<file path="src/rtl/muldiv_unit.sv">
// Iterative multiply/divide unit with HI/LO registers for the MIPS execute stage.
// Shift-add multiply and restoring divide run on magnitudes; the signs are applied in FIX.
module muldiv_unit #(
  parameter int WIDTH = 32
) (
  input  logic             clk,
  input  logic             rst_n,
  input  logic             start,
  input  logic [1:0]       op,
  input  logic [WIDTH-1:0] src_a,
  input  logic [WIDTH-1:0] src_b,
  input  logic             mthi,
  input  logic             mtlo,
  output logic             busy,
  output logic             done,
  output logic [WIDTH-1:0] hi,
  output logic [WIDTH-1:0] lo
);
  // state | meaning
  // IDLE  | waiting for start; accepts mthi/mtlo
  // RUN   | 32 iterations, one bit per cycle, counter 31 -> 0
  // FIX   | apply signs, load HI/LO, pulse done
  typedef enum logic [1:0] {IDLE, RUN, FIX} state_t;

  state_t               state, state_nxt;
  logic [4:0]           cnt;
  logic                 is_div, neg_q, neg_r;
  logic [WIDTH-1:0]     opnd;
  logic [2*WIDTH-1:0]   acc;
  logic [2*WIDTH-1:0]   acc_step;
  logic [WIDTH:0]       sum, trial;
  logic                 sign_a, sign_b, div_zero;
  logic [WIDTH-1:0]     abs_a, abs_b;

  always_ff @(posedge clk or negedge rst_n) begin
    if (!rst_n) begin
      state <= IDLE;
      busy  <= 1'b0;
      done  <= 1'b0;
    end else begin
      state <= state_nxt;
      busy  <= (state_nxt != IDLE);
      done  <= (state == FIX);
    end
  end

  always_comb begin
    state_nxt = state;
    case (state)
      IDLE:    if (start) state_nxt = RUN;
      RUN:     if (cnt == 5'd0) state_nxt = FIX;
      FIX:     state_nxt = IDLE;
      default: state_nxt = IDLE;
    endcase
  end

  always_comb begin
    sign_a   = ~op[0] & src_a[WIDTH-1];
    sign_b   = ~op[0] & src_b[WIDTH-1];
    abs_a    = sign_a ? -src_a : src_a;
    abs_b    = sign_b ? -src_b : src_b;
    div_zero = op[1] && (src_b == '0);
    // acc is {partial product, multiplier} for multiply and {remainder, quotient} for divide
    sum      = {1'b0, acc[2*WIDTH-1:WIDTH]} + (acc[0] ? {1'b0, opnd} : '0);
    trial    = {acc[2*WIDTH-1:WIDTH], acc[WIDTH-1]} - {1'b0, opnd};
    if (is_div)
      acc_step = trial[WIDTH] ? {acc[2*WIDTH-2:0], 1'b0}
                              : {trial[WIDTH-1:0], acc[WIDTH-2:0], 1'b1};
    else
      acc_step = {sum, acc[WIDTH-1:1]};
  end

  always_ff @(posedge clk or negedge rst_n) begin
    if (!rst_n) begin
      cnt    <= 5'd0;
      is_div <= 1'b0;
      neg_q  <= 1'b0;
      neg_r  <= 1'b0;
      opnd   <= '0;
      acc    <= '0;
      hi     <= '0;
      lo     <= '0;
    end else begin
      case (state)
        IDLE: begin
          if (start) begin
            cnt    <= 5'd31;
            is_div <= op[1];
            if (div_zero) begin
              // Unsigned divide by zero leaves quotient all ones and remainder = raw dividend
              neg_q <= 1'b0;
              neg_r <= 1'b0;
              opnd  <= '0;
              acc   <= {{WIDTH{1'b0}}, src_a};
            end else begin
              neg_q <= sign_a ^ sign_b;
              neg_r <= sign_a;
              opnd  <= op[1] ? abs_b : abs_a;
              acc   <= {{WIDTH{1'b0}}, op[1] ? abs_a : abs_b};
            end
          end else begin
            if (mthi) hi <= src_a;
            if (mtlo) lo <= src_a;
          end
        end
        RUN: begin
          acc <= acc_step;
          if (cnt != 5'd0) cnt <= cnt - 5'd1;
        end
        FIX: begin
          if (is_div) begin
            lo <= neg_q ? -acc[WIDTH-1:0] : acc[WIDTH-1:0];
            hi <= neg_r ? -acc[2*WIDTH-1:WIDTH] : acc[2*WIDTH-1:WIDTH];
          end else begin
            {hi, lo} <= neg_q ? -acc : acc;
          end
        end
        default: ;
      endcase
    end
  end
endmodule
</file>
<file path="config.mk">
export PLATFORM = sky130hd
export DESIGN_NAME = muldiv_unit
export DESIGN_NICKNAME = d
export VERILOG_FILES = /design/src/rtl/muldiv_unit.sv
export SDC_FILE = /design/constraint.sdc
export NUM_CORES = 1
export LEC_CHECK = 0
export ABC_AREA = 0
export CAP_MARGIN = 5
export CORE_MARGIN = 1
export CORE_UTILIZATION = 31
export CTS_BUF_LIST = sky130_fd_sc_hd__clkbuf_8 sky130_fd_sc_hd__clkbuf_16
export DETAILED_ROUTE_END_ITERATION = 6
export PLACE_DENSITY = 0.56
export SYNTH_ARGS = -nofsm -noshare
export SYNTH_HDL_FRONTEND = slang
export SYNTH_SLANG_ARGS = --single-unit
export TNS_END_PERCENT = 5
</file>
<file path="constraint.sdc">
create_clock -name clk -period 6.5 [get_ports clk]
set_input_delay 0.975 -clock clk [delete_from_list [all_inputs] [get_ports clk]]
set_output_delay 0.975 -clock clk [all_outputs]
set_load 0.01 [all_outputs]
</file>
**After elaboration in Yosys (flattened, before gate mapping)**

Cells that the tools add are included.

- Bits in latches: 0
- Word-level logic and storage cells: 73
- Output and inout bits: 66
- Bits in registers: 172
- RAM bits: 0
- Bits in read-only memories: 0
- Memories: 0

- Reduce and logical (&&, ||, !) cells: 13
- Multipliers: 0
- Add/subtract/negate cells: 8
- Bitwise operators: 4
- Equality and inequality tests: 7
- Magnitude comparators: 0
- Mux-type cells: 30
- Shift-type cells: 0
- Div/mod/pow operators: 0

Operators by type and width:

| kind | count |
|---|---|
| 2-to-1 mux 32 bit | 15 |
| 2-to-1 mux 64 bit | 4 |
| negation 32 bit | 4 |
| one-hot mux 32 bit (2 select lines) | 2 |
| one-hot mux 64 bit (2 select lines) | 1 |
| negation 64 bit | 1 |
| adder 32 x 32 -> 33 bit | 1 |
| subtractor 33 x 32 -> 33 bit | 1 |
| logical NOT 32 bit | 1 |
| 2-to-1 mux 5 bit | 2 |
| != test 2 bit (second input constant) | 5 |
| one-hot mux 5 bit (2 select lines) | 1 |
| AND reduction 3 bit | 3 |
| nonzero test 2 bit | 3 |
| logical NOT 5 bit | 1 |
| nonzero test 5 bit | 1 |
| subtractor 5 x 1 -> 5 bit (second input constant) | 1 |
| 2-to-1 mux 2 bit | 2 |
| one-hot mux 2 bit (2 select lines) | 1 |
| AND reduction 2 bit | 2 |
| AND 1 bit | 2 |
| equality test 2 x 1 -> 1 bit (second input constant) | 1 |
| equality test 2 bit (second input constant) | 1 |
| logical NOT 2 bit | 1 |
| other kinds (4) | 5 |

**Logic depth before layout (Yosys ltp)**

Gate-level depths: netlist of the first run.

- Depth in word-level cells: 7
- Gate-level depth with buffers: 15
- Depth with buffers taken out: 13

**Worst setup path before layout of the first run**

No wires, ideal clock.

- Path kind: input -> register
- From: input port src_a[3]
- To: register opnd[28]
- Arrival: 3.323 ns
- Library setup time: 0.083 ns
- Required time: 6.417 ns
- Slack: 3.095 ns
- Stages: 10
- Cells stage by stage: clkbuf_1 > or4_1 > nor4_2 > nor4b_2 > and3_1 > nor3b_2 > a21oi_1 > xnor2_1 > mux2_2 > o21ai_0

- Longest elaborated chain between the ends: 4

RTL lines:

| item | line | source |
|---|---|---|
| from (decl) | 10 | `input logic [WIDTH-1:0] src_a,` |
| negation 32 bit | 60 | `abs_a = sign_a ? -src_a : src_a;` |
| 2-to-1 mux 32 bit | 60 |  |
| 2-to-1 mux 32 bit | 98 | `opnd <= op[1] ? abs_b : abs_a;` |
| 2-to-1 mux 32 bit | 89 | `if (div_zero) begin` |
| to (signal assigned) | 98 |  |
| to (decl) | 28 | `logic [WIDTH-1:0] opnd;` |

Every way passes these cells.
A chain may end at the register's enable or synchronous reset.

**Worst setup path after layout of the first run**

- From: register acc[31]
- To: register acc[62]

- Longest elaborated chain between the ends: 4

RTL lines:

| item | line | source |
|---|---|---|
| from (decl) | 29 | `logic [2*WIDTH-1:0] acc;` |
| from (signal assigned) | 94 | `acc <= {{WIDTH{1'b0}}, src_a};` |
| from (signal assigned) | 99 | `acc <= {{WIDTH{1'b0}}, op[1] ? abs_a : abs_b};` |
| from (signal assigned) | 107 | `acc <= acc_step;` |
| subtractor 33 x 32 -> 33 bit | 65 | `trial = {acc[2*WIDTH-1:WIDTH], acc[WIDTH-1]} - {1'b0, opnd};` |
| 2-to-1 mux 64 bit | 67 | `acc_step = trial[WIDTH] ? {acc[2*WIDTH-2:0], 1'b0}` |
| 2-to-1 mux 64 bit | 66 | `if (is_div)` |
| one-hot mux 64 bit (2 select lines) | 84 | `case (state)` |

Every way passes these cells.

==> results.json, run 1 <==
{
  "place_hpwl_um": 44600,
  "post_synth_num_cell_types": 86,
  "finalSetupViolCount": 0,
  "ctsLongestPathBuffers": 2,
  "worst_slack_ps": 2190,
  "synth_area_leaders": "dfrtp_1 28%, mux2i_1 6.9%, o21ai_0 6.9%, xnor2_1 6.6%, ha_1 5.6%",
  "holdBufCountCts": 0,
  "avgSynthCellArea_um2": 8.03,
  "tritoncts.num_buffers": 17,
  "ys_ff_latch": 172,
  "pin_count_of_the_biggest_net_entering_global_routing": 94,
  "grt_pass1_wl_um": 90000,
  "coreArea_um2": 48800,
  "worst_r2r_endpoint": "acc[62]$_DFFE_PN0P_",
  "hold_ws_ps": 488,
  "fin_skew_ps": 17.1,
  "worst_setup_hold_path_clk_slew_ps": 80,
  "area_delta_synth_final_pct": 16.2,
  "grt.overflow.total": 0,
  "max_slew.worst_pin.slew_ps": 1180,
  "reg2reg_from": "acc[31]$_DFFE_PN0P_",
  "relSlewSlack": 0.207,
  "detail_route.vias_per_cell": 5.71,
  "leakagePower_nw": 6.95,
  "fmax_mhz": 232,
  "drt_iter0_markers": 1422,
  "critical_path.n_buffers_inverters": 1,
  "netSwitchingFraction": 0.503,
  "antenna_left": 0,
  "postCtsResizedCells": 0,
  "die_area_um2": 50300,
  "timing.critical_path.from_type": "flop",
  "netlist.area_leader.share": 0.281,
  "ys.warnings.count": 0,
  "timing.critical_path.to_type": "flop",
  "crit_path_max_fanout": 23,
  "synth.top_cells.by_count": "211 x o21ai_0, 185 x nand2_1, 176 x nor2_1",
  "timing.max_cap.violations": 0,
  "yosys.cell_count.top_type": "o21ai_0",
  "internal_power_mw": 5.06,
  "number_of_cells_on_the_worst_reg_to_reg_path": 12,
  "post-route-drc-count": 0,
  "postSynth.topFlopCell": "dfrtp_1",
  "crit_path_top_delay_cell": "o211ai_4",
  "post_route_cells_drive_above_1_share": 0.0566,
  "whs_path_depth": 2,
  "global_route.usage.total": 0.235,
  "grt_antenna_before_repair": 5,
  "htreeDepth": 4,
  "ys_seq_area_frac": 0.281,
  "drv_slew": 0,
  "pre_cts_ws_ps": 1950,
  "timing.critical_path.cells": "inv_1 > ha_1 > fa_1 > nor2b_1 > o31a_1 > o31ai_2 > a21oi_1 > or3_1 > o211ai_4 > mux2_2 > a22oi_1 > o21ai_0",
  "pin_count": 137,
  "outcome": "completed",
  "tritoncts": "yes",
  "finalCriticalPeriod_ps": 4310,
  "final_wirelength_um": 59000,
  "clock_insertion_delay_worst_skew_ps": 470,
  "synthesis.area_um2": 15300,
  "die_height_um": 224,
  "sequentialPowerShare": 0.234,
  "timing.critical_path.max_delay_family": "compound AO/OA/AOI/OAI gates",
  "tns_ps": 0,
  "rsz0062_at_grt": "false",
  "chipWidth_um": 224,
  "num-nets-final": 2109,
  "ff2ff_setup_slack_ps": 2190,
  "drt_first_pass_iters": 6,
  "syn-num-nets": 2049,
  "slowest_cell_delay_on_critical_path_ps": 890,
  "placementRows": 81,
  "ir_worst_vdd_mv": 0.283,
  "yosysTopAreaCell": "dfrtp_1",
  "synth_edf_count": 0,
  "routed-via-count": 15100,
  "pwr-share-clk": 0.103,
  "finalHoldViolCount": 0,
  "worst_hold_path_type": "reg2reg",
  "netlist_instances": 1907,
  "utilization": 0.364,
  "part_of_the_power_in_combinational_logic": 0.663,
  "timing.critical_path.depth": 12,
  "hold_start": "opnd[24]$_DFFE_PN0P_",
  "post-route-period-util": 0.663,
  "via_count_of_the_first_global_routing_pass": 14400,
  "worst_ep_required_time_ps": 6820,
  "postCtsSetupBuffers": 0,
  "cellPowerDensity_nw_per_um2": 572,
  "initial_core_util": 0.314,
  "crit_arrival_ps": 4630,
  "critPathKind": "reg2reg",
  "clkSinkCount": 172,
  "port_buffers": 136,
  "cts.root.buffer_cell": "clkbuf_16",
  "gp_routability_congestion": 0.940,
  "asyncSetResetFlopFracSynth": 1.00,
  "post_drt_wl_per_cell_um": 22.3,
  "p_sw_mw": 5.12,
  "whs_endpoint": "opnd[24]$_DFFE_PN0P_"
}
==> stage by stage <==
stage | area [µm²] | power [mW] | instances
after floorplan | 15300 | 6.86 | 1907
after global placement | 17200 | 8.96 | 2612
after detailed placement | 17200 | 9.03 | 2612
after CTS | 17800 | 10.1 | 2643
after global routing | 17800 | 11.0 | 2643
final | 17800 | 10.2 | 2645
==> placed cells by master, fill, tap and decap left out, drive strengths merged, types with 11 or more instances in the layout <==
cell / netlist / routed
o21ai: 215 / 215
nand2: 185 / 185
nor2: 176 / 176
dfrtp: 172 / 172
clkdlybuf4s50: 0 / 134
a21oi: 132 / 132
xnor2: 116 / 116
mux2i: 106 / 106
xor2: 71 / 71
inv: 65 / 71
ha: 69 / 69
nor3: 39 / 39
or3: 31 / 31
a211oi: 29 / 29
a31oi: 25 / 25
buf: 26 / 24
o31ai: 23 / 23
nand3: 22 / 22
o211ai: 21 / 21
a21o: 20 / 20
o21a: 19 / 19
nand2b: 19 / 19
nor2b: 19 / 19
nor4: 19 / 19
a22oi: 17 / 17
clkbuf: 91 / 17
mux2: 16 / 16
o22ai: 13 / 13
or4: 13 / 13
and3: 11 / 11
==> flip-flops by register name, indices dropped and copies added (netlist names), 2 cells and up <==
register	cells
state	2
lo	32
acc	64
cnt	5
opnd	32
hi	32
==> how the worst max path moves through the flow <==
stage	start	slack [ps]	to
floorplan	src_a[3]	3090	opnd[28]$_DFFE_PN0P_
global placement	src_a[6]	2050	opnd[28]$_DFFE_PN0P_
detailed placement	src_a[6]	1950	opnd[28]$_DFFE_PN0P_
CTS	acc[31]$_DFFE_PN0P_	2230	acc[55]$_DFFE_PN0P_
global route	acc[0]$_DFFE_PN0P_	1960	acc[57]$_DFFE_PN0P_
finish	acc[31]$_DFFE_PN0P_	2190	acc[62]$_DFFE_PN0P_
==> cell families after synthesis <==
kind of cell             after synthesis  share of synthesized area
AO/OA/AOI/OAI                        595                      0.243
AND/OR/NAND/NOR                      578                      0.182
flip-flops                           172                      0.281
multiplexers                         122                     0.0810
buffers and inverters                182                     0.0465
adder cells (fa/ha/maj)               71                     0.0590
XOR/XNOR                             187                      0.107
==> routing by layer <==
metal  GRT usage  vias to the layer above  share of wire
li1            -                     7023              -
met1       0.338                     7404           0.47
met2       0.355                      594           0.43
met3      0.0389                       87          0.070
met4      0.0744                        4          0.025
met5           0                        -        0.00056
==> worst reg2reg max path, stage by stage, from the launching register on <==
cell and delay (ps):
dfrtp_1 470, inv_1 120, ha_1 190, fa_1 220, nor2b_1 70, o31a_1 310, o31ai_2 420, a21oi_1 300
or3_1 520, o211ai_4 890, mux2_2 420, a22oi_1 140, o21ai_0 110
==> power by group through the flow <==
stage                     Sequential, mW  Clock, mW  Combinational (mW)
after detailed placement            2.38          0                6.65
final                               2.38       1.05                6.75
after floorplan                     2.13          0                4.73
after CTS                           2.36       1.06                6.69
after global placement              2.37          0                6.59
after global routing                2.45       1.10                7.42
==> final cells by class <==
class	count	area [µm²]
well taps	664	831
multi-input cells	1553	10300
flip-flops and latches	172	4310
inverters	65	245
diodes	2	5.00
repair buffers	158	1520
clock inverters	14	136
clock buffers	17	425
fillers	5090	31000
Power figures use the tool's default switching activity.
==> run 2, diff against run 1 <==
clock period = 4.2 ns   (was 6.5 ns; I/O delays follow)
==> run 2 against run 1 <==
Global-route usage up 0.65 points. Critical path type unchanged. Final area rose by 3.0%. Hold slack worse by 310 ps. Cell count increased by 2.5%. Largest cell class unchanged.
==> results.json, run 2 (same netlist as run 1, synthesis figures left out) <==
{
  "routed-via-count": 15400,
  "leakagePower_nw": 7.28,
  "most-common-layout-cells": "211 x o21ai_0, 184 x nand2_1, 175 x nor2_1, 171 x dfrtp_1, 134 x clkdlybuf4s50_1",
  "htreeDepth": 4,
  "post_route_cells_drive_above_1_share": 0.0884,
  "register_ranked_first_by_flip_flop_count": "acc",
  "detail_route.vias_per_cell": 5.67,
  "drv_slew": 0,
  "max_slew.worst_pin.slew_ps": 989,
  "drt_first_pass_iters": 5,
  "pwr-share-clk": 0.100,
  "fmax_mhz": 259,
  "ir_worst_vdd_mv": 0.415,
  "coreArea_um2": 48800,
  "die_area_um2": 50300,
  "worst_r2r_endpoint": "acc[62]$_DFFE_PN0P_",
  "clkSinkCount": 172,
  "relSlewSlack": 0.341,
  "placed_cells": 2680,
  "global_route.usage.total": 0.241,
  "post_drt_wl_per_cell_um": 22.3,
  "timing.critical_path.from_type": "flop",
  "cts.root.buffer_cell": "clkbuf_16",
  "cellPowerDensity_nw_per_um2": 869,
  "antenna_cells_inserted": 0,
  "ff2ff_setup_slack_ps": 340,
  "postCtsResizedCells": 0,
  "worst_ep_required_time_ps": 4500,
  "tritoncts.num_buffers": 17,
  "crit_arrival_ps": 4160,
  "grt.overflow.total": 0,
  "finalHoldViolCount": 0,
  "initial_core_util": 0.314,
  "netSwitchingFraction": 0.498,
  "die_height_um": 224,
  "fin_skew_ps": 19.0,
  "gp_routability_congestion": 0.955,
  "reg2reg_from": "opnd[7]$_DFFE_PN0P_",
  "grt_antenna_before_repair": 0,
  "place_hpwl_um": 46600,
  "ctsLongestPathBuffers": 2,
  "internal_power_mw": 7.99,
  "tns_ps": 0,
  "drt_iter0_markers": 1659,
  "tritoncts": "yes",
  "port_buffers": 136,
  "worst_setup_hold_path_clk_slew_ps": 80,
  "utilization": 0.375,
  "post_layout_nonfiller_instances": 2711,
  "post-route-period-util": 0.919,
  "via_count_of_the_first_global_routing_pass": 14600,
  "area_delta_synth_final_pct": 19.7,
  "antenna_left": 0,
  "worst_hold_path_type": "in2async",
  "final_wirelength_um": 60400,
  "holdBufCountCts": 0,
  "p_sw_mw": 7.93,
  "finalCriticalPeriod_ps": 3860,
  "mostFrequentLayoutCell": "o21ai_0",
  "design_power_total_mw": 15.9,
  "pre_cts_ws_ps": 199,
  "outcome": "completed",
  "critPathKind": "reg2reg",
  "pin_count_of_the_biggest_net_entering_global_routing": 83,
  "finalSetupViolCount": 0,
  "postCtsSetupBuffers": 0,
  "clock_insertion_delay_worst_skew_ps": 460,
  "grt_pass1_wl_um": 92600,
  "sequentialPowerShare": 0.223,
  "crit_path_max_fanout": 23,
  "rsz0062_at_grt": "false",
  "num-nets-final": 2177,
  "timing.critical_path.to_type": "flop",
  "pin_count": 137,
  "largest_register_ff_count": 64,
  "part_of_the_power_in_combinational_logic": 0.677,
  "placementRows": 81,
  "worst_slack_ps": 340,
  "post-route-drc-count": 0,
  "number_of_cells_on_the_worst_reg_to_reg_path": 12,
  "chipWidth_um": 224,
  "timing.max_cap.violations": 0
}
==> run 2: final cells by class <==
class | count | area, µm²
clock buffer | 19 | 453
clock inverter | 12 | 105
fill | 5120 | 30500
inverter | 65 | 245
multi-input combinational | 1553 | 10300
sequential | 172 | 4310
tap | 664 | 831
timing repair buffer | 226 | 2070
==> run 2: worst max-delay path by stage <==
stage                               startpoint                   to  slack (ps)  depth (start not counted)
after floorplan             acc[0]$_DFFE_PN0P_  acc[57]$_DFFE_PN0P_         830                         14
after global placement                src_b[7]  acc[31]$_DFFE_PN0P_         170                          9
after detailed placement              src_b[5]  acc[31]$_DFFE_PN0P_         200                          9
after CTS                 opnd[11]$_DFFE_PN0P_  acc[62]$_DFFE_PN0P_         390                         12
after global routing      opnd[11]$_DFFE_PN0P_  acc[37]$_DFFE_PN0P_          90                         13
final                      opnd[7]$_DFFE_PN0P_  acc[62]$_DFFE_PN0P_         340                         12
==> run 2: worst max-delay path, stage by stage (launching register included) <==
cell,delay (ps)
dfrtp_1,390
inv_1,160
ha_1,330
a21oi_1,190
o21ai_0,170
a2111oi_2,570
a21oi_1,290
or3_1,520
o211ai_4,250
buf_12,210
mux2_2,350
a22oi_1,150
o21ai_0,110
==> run 2: per-stage QoR <==
step	cell area, µm²	hold WS [ps]
floorplan	15300	334
global placement	17800	472
detailed placement	17800	474
CTS	18300	222
global route	18300	234
finish	18300	178
==> run 2: power by group through the flow <==
stage | clock network, mW | logic [mW] | registers, mW
6_report | 1.60 | 10.8 | 3.55
3_5_place_dp | 0 | 10.6 | 3.54
3_3_place_gp | 0 | 10.5 | 3.53
2_1_floorplan | 0 | 7.32 | 3.29
5_1_grt | 1.69 | 11.8 | 3.65
4_1_cts | 1.62 | 10.7 | 3.52
==> run 2: per-layer routing <==
metal,global-route usage,routed length [µm]
met3,0.0419,5020
met1,0.351,27800
met4,0.0634,1270
met2,0.364,26300
met5,0,0
